### config.mk
export PLATFORM = sky130hd
export DESIGN_NAME = rv32i_lsu_flat
export DESIGN_NICKNAME = d
export VERILOG_FILES = /design/src/rtl/rv32i_lsu_if.sv /design/src/rtl/rv32i_lsu.sv /design/src/flat_wrapper.sv
export SDC_FILE = /design/constraint.sdc
export NUM_CORES = 1
export LEC_CHECK = 0
export CORE_ASPECT_RATIO = 1.4
export CORE_UTILIZATION = 40
export DETAILED_ROUTE_END_ITERATION = 7
export HOLD_SLACK_MARGIN = 0.05
export PLACE_DENSITY = 0.74
export SYNTH_ARGS = -nofsm -noshare
export SYNTH_HDL_FRONTEND = slang
export SYNTH_SLANG_ARGS = --single-unit
### constraint.sdc
create_clock -name clk -period 2.3 [get_ports clk]
set_input_delay 0.575 -clock clk [delete_from_list [all_inputs] [get_ports clk]]
set_output_delay 0.575 -clock clk [all_outputs]
set_load 0.05 [all_outputs]
### src/rtl/rv32i_lsu_if.sv
// Bus bundle for rv32i_lsu: execute-stage request, writeback response and
// the single-port view of the data RAM.
interface rv32i_lsu_if;
  logic        req_valid;
  logic        req_ready;
  logic        req_we;
  logic [1:0]  req_width;
  logic        req_sign;
  logic [31:0] req_addr;
  logic [31:0] req_wdata;
  logic        rsp_valid;
  logic        rsp_ready;
  logic [31:0] rsp_rdata;
  logic        rsp_err;
  logic [29:0] mem_addr;
  logic        mem_we;
  logic [3:0]  mem_be;
  logic [31:0] mem_wdata;
  logic [31:0] mem_rdata;

  modport slave (
    input  req_valid, req_we, req_width, req_sign, req_addr, req_wdata,
    input  rsp_ready, mem_rdata,
    output req_ready, rsp_valid, rsp_rdata, rsp_err,
    output mem_addr, mem_we, mem_be, mem_wdata
  );

  modport master (
    output req_valid, req_we, req_width, req_sign, req_addr, req_wdata,
    output rsp_ready, mem_rdata,
    input  req_ready, rsp_valid, rsp_rdata, rsp_err,
    input  mem_addr, mem_we, mem_be, mem_wdata
  );
endinterface

### src/rtl/rv32i_lsu.sv
// RV32I load/store unit: one access at a time against a synchronous RAM.
// Define LSU_MISALIGN_TRAP_EN to trap misaligned half/word accesses instead of aligning them.
module rv32i_lsu #(
  parameter int unsigned MEM_LATENCY = 1
) (
  input logic         clk,
  input logic         reset_n,
  rv32i_lsu_if.slave  bus
);

  localparam logic [1:0] IDLE  = 2'd0;
  localparam logic [1:0] ISSUE = 2'd1;
  localparam logic [1:0] WAIT  = 2'd2;
  localparam logic [1:0] RESP  = 2'd3;

  logic [1:0]  state;
  logic [1:0]  cnt;
  logic        we_q;
  logic [1:0]  width_q;
  logic        sign_q;
  logic [1:0]  off_q;

  logic        accept;
  logic        bad_in;
  logic [1:0]  off_in;
  logic [3:0]  be_in;
  logic [31:0] sh_data;
  logic [31:0] ld_data;

  assign accept = bus.req_valid & bus.req_ready;

  // Offsets are forced to natural alignment; in trap builds misaligned
  // requests never reach the RAM, so the forced offset is then irrelevant.
  always_comb begin
    off_in = bus.req_addr[1:0];
    be_in  = '0;
    case (bus.req_width)
      2'b00: be_in = 4'b0001 << bus.req_addr[1:0];
      2'b01: begin
        off_in = {bus.req_addr[1], 1'b0};
        be_in  = 4'b0011 << {bus.req_addr[1], 1'b0};
      end
      2'b10: begin
        off_in = '0;
        be_in  = '1;
      end
      default: be_in = '0;
    endcase
  end

`ifdef LSU_MISALIGN_TRAP_EN
  assign bad_in = (bus.req_width == 2'b11)
                | ((bus.req_width == 2'b01) & bus.req_addr[0])
                | ((bus.req_width == 2'b10) & (bus.req_addr[1:0] != 2'b00));
`else
  assign bad_in = (bus.req_width == 2'b11);
`endif

  assign sh_data = bus.mem_rdata >> {off_q, 3'b000};

  always_comb begin
    ld_data = sh_data;
    case (width_q)
      2'b00:   ld_data = {{24{sign_q & sh_data[7]}},  sh_data[7:0]};
      2'b01:   ld_data = {{16{sign_q & sh_data[15]}}, sh_data[15:0]};
      default: ld_data = sh_data;
    endcase
  end

  always_ff @(posedge clk or negedge reset_n) begin
    if (!reset_n) begin
      state         <= IDLE;
      cnt           <= '0;
      we_q          <= 1'b0;
      width_q       <= '0;
      sign_q        <= 1'b0;
      off_q         <= '0;
      bus.req_ready <= 1'b1;
      bus.rsp_valid <= 1'b0;
      bus.rsp_rdata <= '0;
      bus.rsp_err   <= 1'b0;
      bus.mem_addr  <= '0;
      bus.mem_we    <= 1'b0;
      bus.mem_be    <= '0;
      bus.mem_wdata <= '0;
    end else begin
      case (state)
        IDLE: begin
          if (accept) begin
            we_q          <= bus.req_we;
            width_q       <= bus.req_width;
            sign_q        <= bus.req_sign;
            off_q         <= off_in;
            bus.req_ready <= 1'b0;
            if (bad_in) begin
              state         <= RESP;
              bus.rsp_valid <= 1'b1;
              bus.rsp_err   <= 1'b1;
              bus.rsp_rdata <= '0;
            end else begin
              state         <= ISSUE;
              bus.mem_addr  <= bus.req_addr[31:2];
              bus.mem_wdata <= bus.req_wdata << {off_in, 3'b000};
              bus.mem_be    <= be_in;
              bus.mem_we    <= bus.req_we;
            end
          end
        end
        ISSUE: begin
          bus.mem_we <= 1'b0;
          bus.mem_be <= '0;
          if (we_q) begin
            state         <= RESP;
            bus.rsp_valid <= 1'b1;
            bus.rsp_err   <= 1'b0;
            bus.rsp_rdata <= '0;
          end else begin
            state <= WAIT;
            cnt   <= 2'(MEM_LATENCY);
          end
        end
        WAIT: begin
          // RAM data is valid on the last of MEM_LATENCY WAIT edges.
          if (cnt <= 2'd1) begin
            cnt           <= '0;
            state         <= RESP;
            bus.rsp_valid <= 1'b1;
            bus.rsp_err   <= 1'b0;
            bus.rsp_rdata <= ld_data;
          end else begin
            cnt <= cnt - 2'd1;
          end
        end
        default: begin
          if (bus.rsp_ready) begin
            state         <= IDLE;
            bus.rsp_valid <= 1'b0;
            bus.rsp_err   <= 1'b0;
            bus.req_ready <= 1'b1;
          end
        end
      endcase
    end
  end

endmodule

### src/flat_wrapper.sv
// flat-port wrapper written by rule: the top's interface ports become plain ports
module rv32i_lsu_flat 
#(
  parameter int unsigned MEM_LATENCY = 1
)
  (clk, reset_n, bus_req_valid, bus_req_we, bus_req_width, bus_req_sign, bus_req_addr, bus_req_wdata, bus_rsp_ready, bus_mem_rdata, bus_req_ready, bus_rsp_valid, bus_rsp_rdata, bus_rsp_err, bus_mem_addr, bus_mem_we, bus_mem_be, bus_mem_wdata);
  rv32i_lsu_if bus_i ();
  input logic clk;
  input logic reset_n;
  input wire logic [$bits(bus_i.req_valid)-1:0] bus_req_valid;
  input wire logic [$bits(bus_i.req_we)-1:0] bus_req_we;
  input wire logic [$bits(bus_i.req_width)-1:0] bus_req_width;
  input wire logic [$bits(bus_i.req_sign)-1:0] bus_req_sign;
  input wire logic [$bits(bus_i.req_addr)-1:0] bus_req_addr;
  input wire logic [$bits(bus_i.req_wdata)-1:0] bus_req_wdata;
  input wire logic [$bits(bus_i.rsp_ready)-1:0] bus_rsp_ready;
  input wire logic [$bits(bus_i.mem_rdata)-1:0] bus_mem_rdata;
  output wire logic [$bits(bus_i.req_ready)-1:0] bus_req_ready;
  output wire logic [$bits(bus_i.rsp_valid)-1:0] bus_rsp_valid;
  output wire logic [$bits(bus_i.rsp_rdata)-1:0] bus_rsp_rdata;
  output wire logic [$bits(bus_i.rsp_err)-1:0] bus_rsp_err;
  output wire logic [$bits(bus_i.mem_addr)-1:0] bus_mem_addr;
  output wire logic [$bits(bus_i.mem_we)-1:0] bus_mem_we;
  output wire logic [$bits(bus_i.mem_be)-1:0] bus_mem_be;
  output wire logic [$bits(bus_i.mem_wdata)-1:0] bus_mem_wdata;
  assign bus_i.req_valid = bus_req_valid;
  assign bus_i.req_we = bus_req_we;
  assign bus_i.req_width = bus_req_width;
  assign bus_i.req_sign = bus_req_sign;
  assign bus_i.req_addr = bus_req_addr;
  assign bus_i.req_wdata = bus_req_wdata;
  assign bus_i.rsp_ready = bus_rsp_ready;
  assign bus_i.mem_rdata = bus_mem_rdata;
  assign bus_req_ready = bus_i.req_ready;
  assign bus_rsp_valid = bus_i.rsp_valid;
  assign bus_rsp_rdata = bus_i.rsp_rdata;
  assign bus_rsp_err = bus_i.rsp_err;
  assign bus_mem_addr = bus_i.mem_addr;
  assign bus_mem_we = bus_i.mem_we;
  assign bus_mem_be = bus_i.mem_be;
  assign bus_mem_wdata = bus_i.mem_wdata;
  rv32i_lsu #(.MEM_LATENCY(MEM_LATENCY)) u_core (.clk(clk), .reset_n(reset_n), .bus(bus_i));
endmodule
==> flow_summary_export.csv, run 1 <==
group,metric,value,unit
drt,wl,16.0,mm
global_routing,grt_usage,23.1,%
worst_setup_path,crit_path_start_kind,"input pin",
clock_network,clock-root-buffer,"clkbuf_16",
synthesis,synth_top_area_cell,"dfrtp_1",
drt,vias,4783,
global_routing,first_global_vias,4989,
pwr,p_switching,6.29,mW
worst_setup_path,crit_start,"bus_req_width[0]",
place,dp.cells,880,
timing,fin_crit,2.27,ns
synthesis,syn_inst,478,
timing,worstMarginPinSlew,0.923,ns
timing,setup_violations,0,
pwr,swShare,48.1,%
pwr,ir_drop,0.000877,V
drt,post_drt_wl_per_cell,17.9,um
clock_network,cts_hold_buf,0,
worst_setup_path,cp_cell_sequence,"clkdlybuf4s50_1 -> ha_2 -> nor2b_4 -> a2111o_1 -> or2_2 -> a22o_1",
synthesis,async_flop_share,100,%
drt,ant_nets,0,
drt,dr.first_iter.drc_count,165,
global_routing,grt_pass1_wl,25.3,mm
timing,maxSlewViolCount,0,
pwr,intPower,6.78,mW
worst_setup_path,reg2reg_depth,6,
worst_setup_path,cpPeakStageDelay,0.52,ns
synthesis,yosysMostFrequentCell,"dfrtp_1",
synthesis,yosysSeqAreaShare,51.6,%
flow_run,maxCapViolations,0,
status,status,"completed",
clock_network,htree_levels,3,
clock_network,clk_pin_slew,0.07,ns
place,place_area,7970,sq um
clock_network,cts_sinks,112,
worst_setup_path,critPathCaptureType,"register",
worst_setup_path,crit_path_max_fanout,16,
pwr,share_seq_of_total_power,26.3,%
synthesis,syn_nets,591,
timing,skew,0.00677,ns
timing,hold_violations,0,
worst_setup_path,path_buf_inv,1,
cells_and_area,postLayoutCellArea,8330,sq um
cells_and_area,fillCellCount,1103,
pwr,p_leak,3.61,nW
cells_and_area,seq_area,2800,sq um
synthesis,avgSynthCellArea,11.4,sq um
die,start_util,40.8,%
pwr,p_per_area,1570,nW/um^2
global_routing,grt_max_degree,52,
global_routing,antenna_found_initial,0,
cells_and_area,area_growth_syn_to_layout,53.2,%
die,die_x,101,um
pwr,comb_power_share,61.9,%
synthesis,yosysWarnings,0,
timing,relSlewSlack,38.0,%
drt,via_per_inst,5.33,
synthesis,synth_commonest_cells,"dfrtp_1, mux2_2, o21ai_0",
worst_setup_path,crit_family,"compound AO/OA/AOI/OAI gates",
pwr,pwr-share-clk,11.7,%
worst_setup_path,rrSetupSlack,0.13,ns
clock_network,tritoncts,"yes",
timing,grt_setup_unrepaired,"true",
worst_setup_path,arrival,2.50,ns
synthesis,synth.distinct_cells,39,
synthesis,yosysTopAreaCellShare,51.1,%
worst_setup_path,crit_slowest_cell,"clkdlybuf4s50_1",
place,dp_hpwl,12.3,mm
timing,period_share,98.7,%
die,die_h,140,um
cells_and_area,final_cells,897,
synthesis,synth_edf_count,0,
worst_setup_path,path_depth,6,
worst_setup_path,rr_startpoint,"u_core.state[0]$_DFFE_PN0P_",
pwr,power.total,13.1,mW
cells_and_area,diodes,0,
drt,drt_pass1_iterations,6,
synthesis,syn_area,5440,sq um
cells_and_area,multi_input_area,2500,sq um
hold_path,holdCritPathClass,"in2async",
cells_and_area,layout-drive-gt1-share,18.7,%
clock_network,clk_latency,0.35,ns
synthesis,synth_area_leaders,"dfrtp_1, mux2_2, mux2i_1, a22o_1, o21ai_0",
die,core_area,13300,sq um
global_routing,grt_overflow,0,
die,rows,50,
timing,fmax,441,MHz
worst_setup_path,rr_endpoint,"u_core.bus.rsp_rdata[5]$_DFFE_PN0P_",
place,portBuffers,205,
cells_and_area,layout.nets,823,
drt,drc_errors,0,
place,gp_congestion,0.879,
worst_setup_path,path_class,"in2reg",
worst_setup_path,worstSetupEndpoint,"u_core.bus.rsp_rdata[5]$_DFFE_PN0P_",
synthesis,ys_ff_latch,112,
clock_network,cts_buffers,9,
clock_network,cts_buffer_depth,2,
worst_setup_path,critPathRequiredTime,2.53,ns
die,top_level_ports,206,
die,die_area,14100,sq um
synthesis,ys_dominant_reg_cell,"dfrtp_1",
state kept, by name (all words and copies together), names as in the netlist:
signal and cells:
u_core.width_q 2, u_core.bus.rsp_err 1, u_core.sign_q 1, u_core.bus.rsp_valid 1
u_core.bus.mem_be 4, u_core.bus.mem_addr 30, u_core.bus.rsp_rdata 32, u_core.bus.req_ready 1
u_core.bus.mem_we 1, u_core.bus.mem_wdata 32, u_core.state 2, u_core.off_q 2
u_core.cnt 2, u_core.we_q 1
worst min-delay path by stage:
stage,endpoint,cells after the start
finish,u_core.cnt[0]$_DFFE_PN0P_,1
global route,u_core.bus.mem_wdata[26]$_DFFE_PN0P_,1
CTS,u_core.cnt[1]$_DFFE_PN0P_,1
detailed placement,u_core.bus.mem_wdata[14]$_DFFE_PN0P_,2
global placement,u_core.bus.mem_wdata[8]$_DFFE_PN0P_,2
floorplan,u_core.bus.mem_addr[0]$_DFFE_PN0P_,0
final cells by class:
type	count	area share [%]
flip-flops and latches	112	33.7
multi-input cells	323	30.0
repair buffers	253	29.5
clock buffers	11	3.03
well taps	182	2.73
inverters	11	0.496
clock inverters	5	0.481
repair_timing:
action,in CTS,in global routing
resized for setup,4,17
buffers inserted,0,1
setup endpoints to repair,5,48
power groups by stage:
stage	clock (mW)	sequential, mW	combinational, mW
2_1_floorplan	0	6.18	2.50
3_3_place_gp	0	3.43	7.85
3_5_place_dp	0	3.46	8.01
4_1_cts	1.58	3.45	8.05
5_1_grt	1.67	3.54	8.49
6_report	1.53	3.44	8.09
per-layer routing:
metal / part of all wire [%] / GRT usage (%) / vias to the layer above
met5: 0 / 0 / -
met3: 5.5 / 4.84 / 26
met4: 2.5 / 8.92 / 0
met2: 53 / 41.7 / 165
li1: - / - / 2218
met1: 39 / 26.2 / 2374
cell usage in the layout (no fill, tap or decap), drive strengths merged:
cell type,Yosys,final
a221o,7,7
and2,1,1
a21boi,1,1
nor3,12,12
a2bb2oi,16,16
o31ai,1,1
a211oi,9,9
nand3b,1,1
a22oi,10,10
clkinv,0,4
a2111oi,6,6
a211o,1,1
clkbuf,17,11
nor2,24,24
a22o,27,27
nor3b,1,1
a311oi,1,1
mux2i,33,33
a21oi,5,5
a2111o,1,1
nand2,41,41
nand2b,3,3
nand3,1,1
buf,15,49
o21ai,45,45
inv,11,12
xor2,1,1
or2,1,1
and3,1,1
o211ai,2,2
dlygate4sd2,0,1
dfstp,1,1
ha,9,9
mux4,1,1
dfrtp,111,111
nor2b,6,6
mux2,55,55
clkdlybuf4s50,0,203
kinds of logic (layout without fill, tap and decap cells):
logic type	after synthesis	after routing	synth area share, %
AO/OA/AOI/OAI	132	132	17.5
flip-flops	112	112	51.6
AND/OR/NAND/NOR	92	92	7.57
multiplexers	89	89	17.9
buffers and inverters	43	280	3.25
adder cells (fa/ha/maj)	9	9	2.07
XOR/XNOR	1	1	0.161
metrics by stage:
step	TNS, ns	setup WS, ns	utilization, %	hold WS (ns)
CTS	-0.000894	-0.000894	62.0	0.116
global route	-0.0415	-0.0134	62.5	0.129
finish	0	0.0299	62.5	0.121
detailed placement	-21.85	-0.431	59.8	0.473
floorplan	0	0.0747	-	0.279
global placement	-17.85	-0.322	59.8	0.464
(Power assumes the default switching activity.)
==> run 2: changes to the inputs <==
--- a/config.mk
+++ b/config.mk
@@ -13,3 +13,4 @@
 export SYNTH_ARGS = -nofsm -noshare
 export SYNTH_HDL_FRONTEND = slang
 export SYNTH_SLANG_ARGS = --single-unit
+export TNS_END_PERCENT = 30
==> flow_summary_export.csv, run 2 (synthesis results as in run 1) <==
group,metric,value,unit
worst_setup_path,crit_slowest_cell,"clkdlybuf4s50_1",
timing,hold_violations,0,
die,start_util,40.8,%
worst_setup_path,path_class,"in2reg",
clock_network,clock-root-buffer,"clkbuf_16",
clock_network,htree_levels,3,
clock_network,clk_pin_slew,0.07,ns
global_routing,antenna_found_initial,0,
worst_setup_path,critPathRequiredTime,2.53,ns
die,die_x,101,um
cells_and_area,area_growth_syn_to_layout,53.1,%
drt,dr.first_iter.drc_count,176,
die,die_h,140,um
timing,setup_violations,0,
place,portBuffers,205,
clock_network,cts_sinks,112,
clock_network,cts_buffers,9,
pwr,p_leak,3.61,nW
flow_run,maxCapViolations,0,
timing,grt_setup_unrepaired,"true",
timing,fin_crit,2.28,ns
timing,skew,0.00544,ns
drt,ant_nets,0,
pwr,ir_drop,0.000877,V
drt,drt_pass1_iterations,6,
global_routing,grt_max_degree,52,
global_routing,grt_usage,23.1,%
worst_setup_path,crit_path_max_fanout,16,
worst_setup_path,critPathCaptureType,"register",
drt,via_per_inst,5.29,
die,top_level_ports,206,
timing,fmax,439,MHz
worst_setup_path,cpPeakStageDelay,0.53,ns
clock_network,clk_latency,0.35,ns
global_routing,grt_overflow,0,
die,rows,50,
drt,wl,16.0,mm
cells_and_area,reg_top3,"u_core.bus.mem_wdata x32, u_core.bus.rsp_rdata x32, u_core.bus.mem_addr x30",
cells_and_area,layout.nets,823,
drt,vias,4749,
die,die_area,14100,sq um
timing,period_share,99.0,%
drt,post_drt_wl_per_cell,17.9,um
worst_setup_path,crit_path_start_kind,"input pin",
cells_and_area,layout_commonest_cell,"clkdlybuf4s50_1",
timing,maxSlewViolCount,0,
worst_setup_path,arrival,2.51,ns
status,status,"completed",
timing,setup-tns-final,0,ns
clock_network,tritoncts,"yes",
cells_and_area,final_cell_mix,"clkdlybuf4s50_1, dfrtp_1, mux2_2",
global_routing,first_global_vias,4989,
cells_and_area,layout-drive-gt1-share,18.6,%
place,gp_congestion,0.879,
drt,drc_errors,0,
pwr,p_per_area,1570,nW/um^2
worst_setup_path,cp_cell_sequence,"clkdlybuf4s50_1 -> ha_2 -> nor2b_4 -> a2111o_1 -> or2_2 -> a22o_1",
place,dp_hpwl,12.3,mm
cells_and_area,diodes,0,
hold_path,holdCritPathClass,"in2async",
cells_and_area,fin_util,62.5,%
timing,relSlewSlack,37.5,%
timing,worstMarginPinSlew,0.931,ns
die,core_area,13300,sq um
global_routing,grt_pass1_wl,25.3,mm
clock_network,cts_buffer_depth,2,
[run 2: cell types whose count changed in the layout (fill, tap and decap cells not counted)]
cell and change:
a2111oi_0 +1, o21ai_0 -1, a2111oi_2 -1, o21ai_1 +1
[run 2: area by class of cell]
| class | count | area, sq um |
|---|---|---|
| sequential | 112 | 2800 |
| multi-input combinational | 323 | 2500 |
| fill | 1105 | 5000 |
| clock inverter | 5 | 40.0 |
| tap | 182 | 228 |
| timing repair buffer | 253 | 2460 |
| clock buffer | 11 | 253 |
| inverter | 11 | 41.3 |
[run 2: worst paths after layout]
kind / start / end / slack (ns) / depth (start not counted)
worst max register to register: u_core.state[0]$_DFFE_PN0P_ / u_core.bus.rsp_rdata[5]$_DFFE_PN0P_ / 0.13 / 6
min in group clk: u_core.bus.mem_wdata[12]$_DFFE_PN0P_ / u_core.bus.mem_wdata[12]$_DFFE_PN0P_ / 0.49 / 2
worst min register to register: u_core.bus.mem_wdata[12]$_DFFE_PN0P_ / u_core.bus.mem_wdata[12]$_DFFE_PN0P_ / 0.49 / 2
worst min-delay path: reset_n / u_core.cnt[0]$_DFFE_PN0P_ / 0.12 / 1
max in group asynchronous: reset_n / u_core.bus.mem_wdata[1]$_DFFE_PN0P_ / 1.58 / 2
worst max-delay path: bus_req_width[1] / u_core.bus.rsp_rdata[5]$_DFFE_PN0P_ / 0.02 / 6
[run 2: power by group]
group          total [mW]  switching, mW  internal (mW)
clock                1.54          0.738          0.804
sequential           3.44          0.559           2.88
combinational        8.08           4.99           3.09
[run 2: critical path: cells and delay by family]
family | cells | cell delay (ns)
compound gates | 2 | 0.69
fa+ha+maj | 1 | 0.23
simple gates | 2 | 0.48
buf+inv | 1 | 0.53
[run 2: through the flow]
stage               hold slack (ns)  total power, mW  setup WS, ns  area (sq um)  std cells
finish                        0.120             13.1        0.0231          8320        897
global route                  0.129             13.7      -0.00954          8320        897
CTS                           0.116             13.1     -0.000894          8270        896
detailed placement            0.473             11.5        -0.431          7970        880
global placement              0.464             11.3        -0.322          7970        880
floorplan                     0.279             8.68        0.0747          5440        478
[run 2: what timing repair did]
action	4_1_cts	5_1_grt
gates resized for setup	4	16
hold buffers	0	0
pin swaps	0	1
endpoints found under the setup margin	5	48
buffers inserted	0	1
endpoints found under the hold margin	0	0
[run 2: metal layers]
layer	track usage [%]	part of all wire [%]	up-vias
met4	8.92	2.5	0
li1	-	-	2219
met3	4.84	5.2	26
met2	41.7	53	162
met1	26.2	39	2342
met5	0	0	-
==> run 3: changes to the inputs <==
--- a/config.mk
+++ b/config.mk
@@ -9,7 +9,7 @@
 export CORE_UTILIZATION = 40
 export DETAILED_ROUTE_END_ITERATION = 7
 export HOLD_SLACK_MARGIN = 0.05
-export PLACE_DENSITY = 0.74
+export PLACE_DENSITY = 0.84
 export SYNTH_ARGS = -nofsm -noshare
 export SYNTH_HDL_FRONTEND = slang
 export SYNTH_SLANG_ARGS = --single-unit
==> flow_summary_export.csv, run 3 (synthesis results as in run 1) <==
group,metric,value,unit
flow_run,maxCapViolations,0,
pwr,p_leak,3.59,nW
worst_setup_path,arrival,2.56,ns
timing,fmax,439,MHz
global_routing,antenna_found_initial,0,
timing,grt_setup_unrepaired,"true",
clock_network,clk_pin_slew,0.07,ns
worst_setup_path,cpPeakStageDelay,0.53,ns
worst_setup_path,cp_cell_sequence,"clkdlybuf4s50_1 -> ha_2 -> nor2b_4 -> a2111o_1 -> buf_6 -> a2111oi_2 -> a22o_1",
clock_network,htree_levels,3,
drt,vias,4784,
clock_network,clock-root-buffer,"clkbuf_16",
die,die_x,101,um
hold_path,holdCritPathClass,"in2async",
die,die_h,140,um
cells_and_area,postLayoutCellArea,8340,sq um
clock_network,tritoncts,"yes",
clock_network,cts_sinks,112,
die,start_util,40.8,%
worst_setup_path,crit_path_start_kind,"input pin",
drt,drc_errors,0,
drt,ant_nets,0,
cells_and_area,layout-drive-gt1-share,18.8,%
timing,period_share,99.1,%
timing,hold_violations,0,
worst_setup_path,reg2reg_depth,7,
worst_setup_path,crit_family,"compound AO/OA/AOI/OAI gates",
clock_network,clk_latency,0.35,ns
pwr,p_per_area,1580,nW/um^2
timing,skew,0.00798,ns
global_routing,grt_pass1_wl,25.8,mm
clock_network,post_cts_buffers,0,
drt,dr.first_iter.drc_count,203,
drt,via_per_inst,5.36,
clock_network,cts_buffer_depth,2,
worst_setup_path,crit_path_max_fanout,25,
die,rows,50,
global_routing,first_global_vias,5192,
clock_network,cts_hold_buf,0,
worst_setup_path,crit_slowest_cell,"clkdlybuf4s50_1",
die,top_level_ports,206,
cells_and_area,final_cell_mix,"clkdlybuf4s50_1, dfrtp_1, mux2_2",
place,dp_hpwl,12.1,mm
clock_network,cts_buffers,9,
cells_and_area,layout_commonest_cell,"clkdlybuf4s50_1",
timing,maxSlewViolCount,0,
cells_and_area,diodes,0,
timing,layout_setup_ws,0.0199,ns
place,place_area,7960,sq um
timing,setup-tns-final,0,ns
global_routing,grt_overflow,0,
place,gp_congestion,0.871,
worst_setup_path,path_class,"in2reg",
worst_setup_path,critPathRequiredTime,2.58,ns
pwr,power.total,13.2,mW
pwr,ir_drop,0.000845,V
status,status,"completed",
worst_setup_path,path_depth,7,
timing,worstMarginPinSlew,0.883,ns
drt,wl,16.0,mm
cells_and_area,layout.nets,819,
die,die_area,14100,sq um
worst_setup_path,critPathCaptureType,"register",
drt,post_drt_wl_per_cell,17.9,um
timing,relSlewSlack,40.7,%
drt,drt_pass1_iterations,4,
place,place_ws,-0.649,ns
place,portBuffers,205,
cells_and_area,reg_top3,"u_core.bus.mem_wdata x32, u_core.bus.rsp_rdata x32, u_core.bus.mem_addr x30",
timing,setup_violations,0,
die,core_area,13300,sq um
timing,fin_crit,2.28,ns
cells_and_area,area_growth_syn_to_layout,53.4,%
global_routing,grt_max_degree,113,
worst_setup_path,path_buf_inv,2,
global_routing,grt_usage,23.3,%
## run 3: changes by cell type in the layout (fill, tap and decap cells not counted), sizes merged
cell         change
dlygate4sd2      -1
buf              -3
clkinv           -2
clkinvlp         +2
## run 3: worst paths after layout
path | slack [ns] | end | from
max reg2reg | 0.11 | u_core.bus.rsp_rdata[5]$_DFFE_PN0P_ | u_core.state[0]$_DFFE_PN0P_
min | 0.31 | u_core.cnt[1]$_DFFE_PN0P_ | reset_n
max in group asynchronous | 1.56 | u_core.bus.mem_addr[14]$_DFFE_PN0P_ | reset_n
max | 0.02 | u_core.bus.rsp_rdata[5]$_DFFE_PN0P_ | bus_req_width[1]
min in group clk | 0.50 | u_core.bus.mem_wdata[16]$_DFFE_PN0P_ | u_core.bus.mem_wdata[16]$_DFFE_PN0P_
min reg2reg | 0.50 | u_core.bus.mem_wdata[16]$_DFFE_PN0P_ | u_core.bus.mem_wdata[16]$_DFFE_PN0P_
## run 3: where the power goes
| group | total, mW | switching (mW) | internal, mW |
|---|---|---|---|
| sequential | 3.44 | 0.561 | 2.88 |
| clock | 1.51 | 0.735 | 0.774 |
| combinational | 8.20 | 5.05 | 3.15 |
| total | 13.2 | 6.35 | 6.80 |
## run 3: cell type report
cell class | count | area, sq um
fill | 1052 | 4990
sequential | 112 | 2800
multi-input combinational | 323 | 2530
timing repair buffer | 249 | 2450
clock buffer | 11 | 243
tap | 182 | 228
clock inverter | 5 | 41.3
inverter | 11 | 41.3
## run 3: per-stage QoR
stage / hold slack, ns / util [%] / instances
final: 0.306 / 62.6 / 893
after CTS: 0.337 / 62.2 / 892
after floorplan: 0.279 / - / 478
after global placement: 0.464 / 59.8 / 876
after global routing: 0.369 / 62.6 / 893
after detailed placement: 0.482 / 59.8 / 876
## run 3: repair_timing
item                                    4_1_cts  5_1_grt
cloned                                        0        1
pin swaps                                     0        0
endpoints found under the setup margin       23       56
gates resized for setup                      15       12
## run 3: routing by layer
metal  share of wire (%)  global-route usage, %  vias up
li1                    -                      -     2207
met1                  37                   25.6     2350
met2                  54                   42.6      192
met3                 5.8                   5.14       35
met4                 3.1                   10.1        0
met5                   0                      0        -
## run 3: worst register-to-register path: cells and delay by family, from the launching register on
family | cells | cell delay (ns)
buf+inv | 2 | 0.31
compound gates | 4 | 1.14
fa+ha+maj | 1 | 0.27
flops | 1 | 0.41
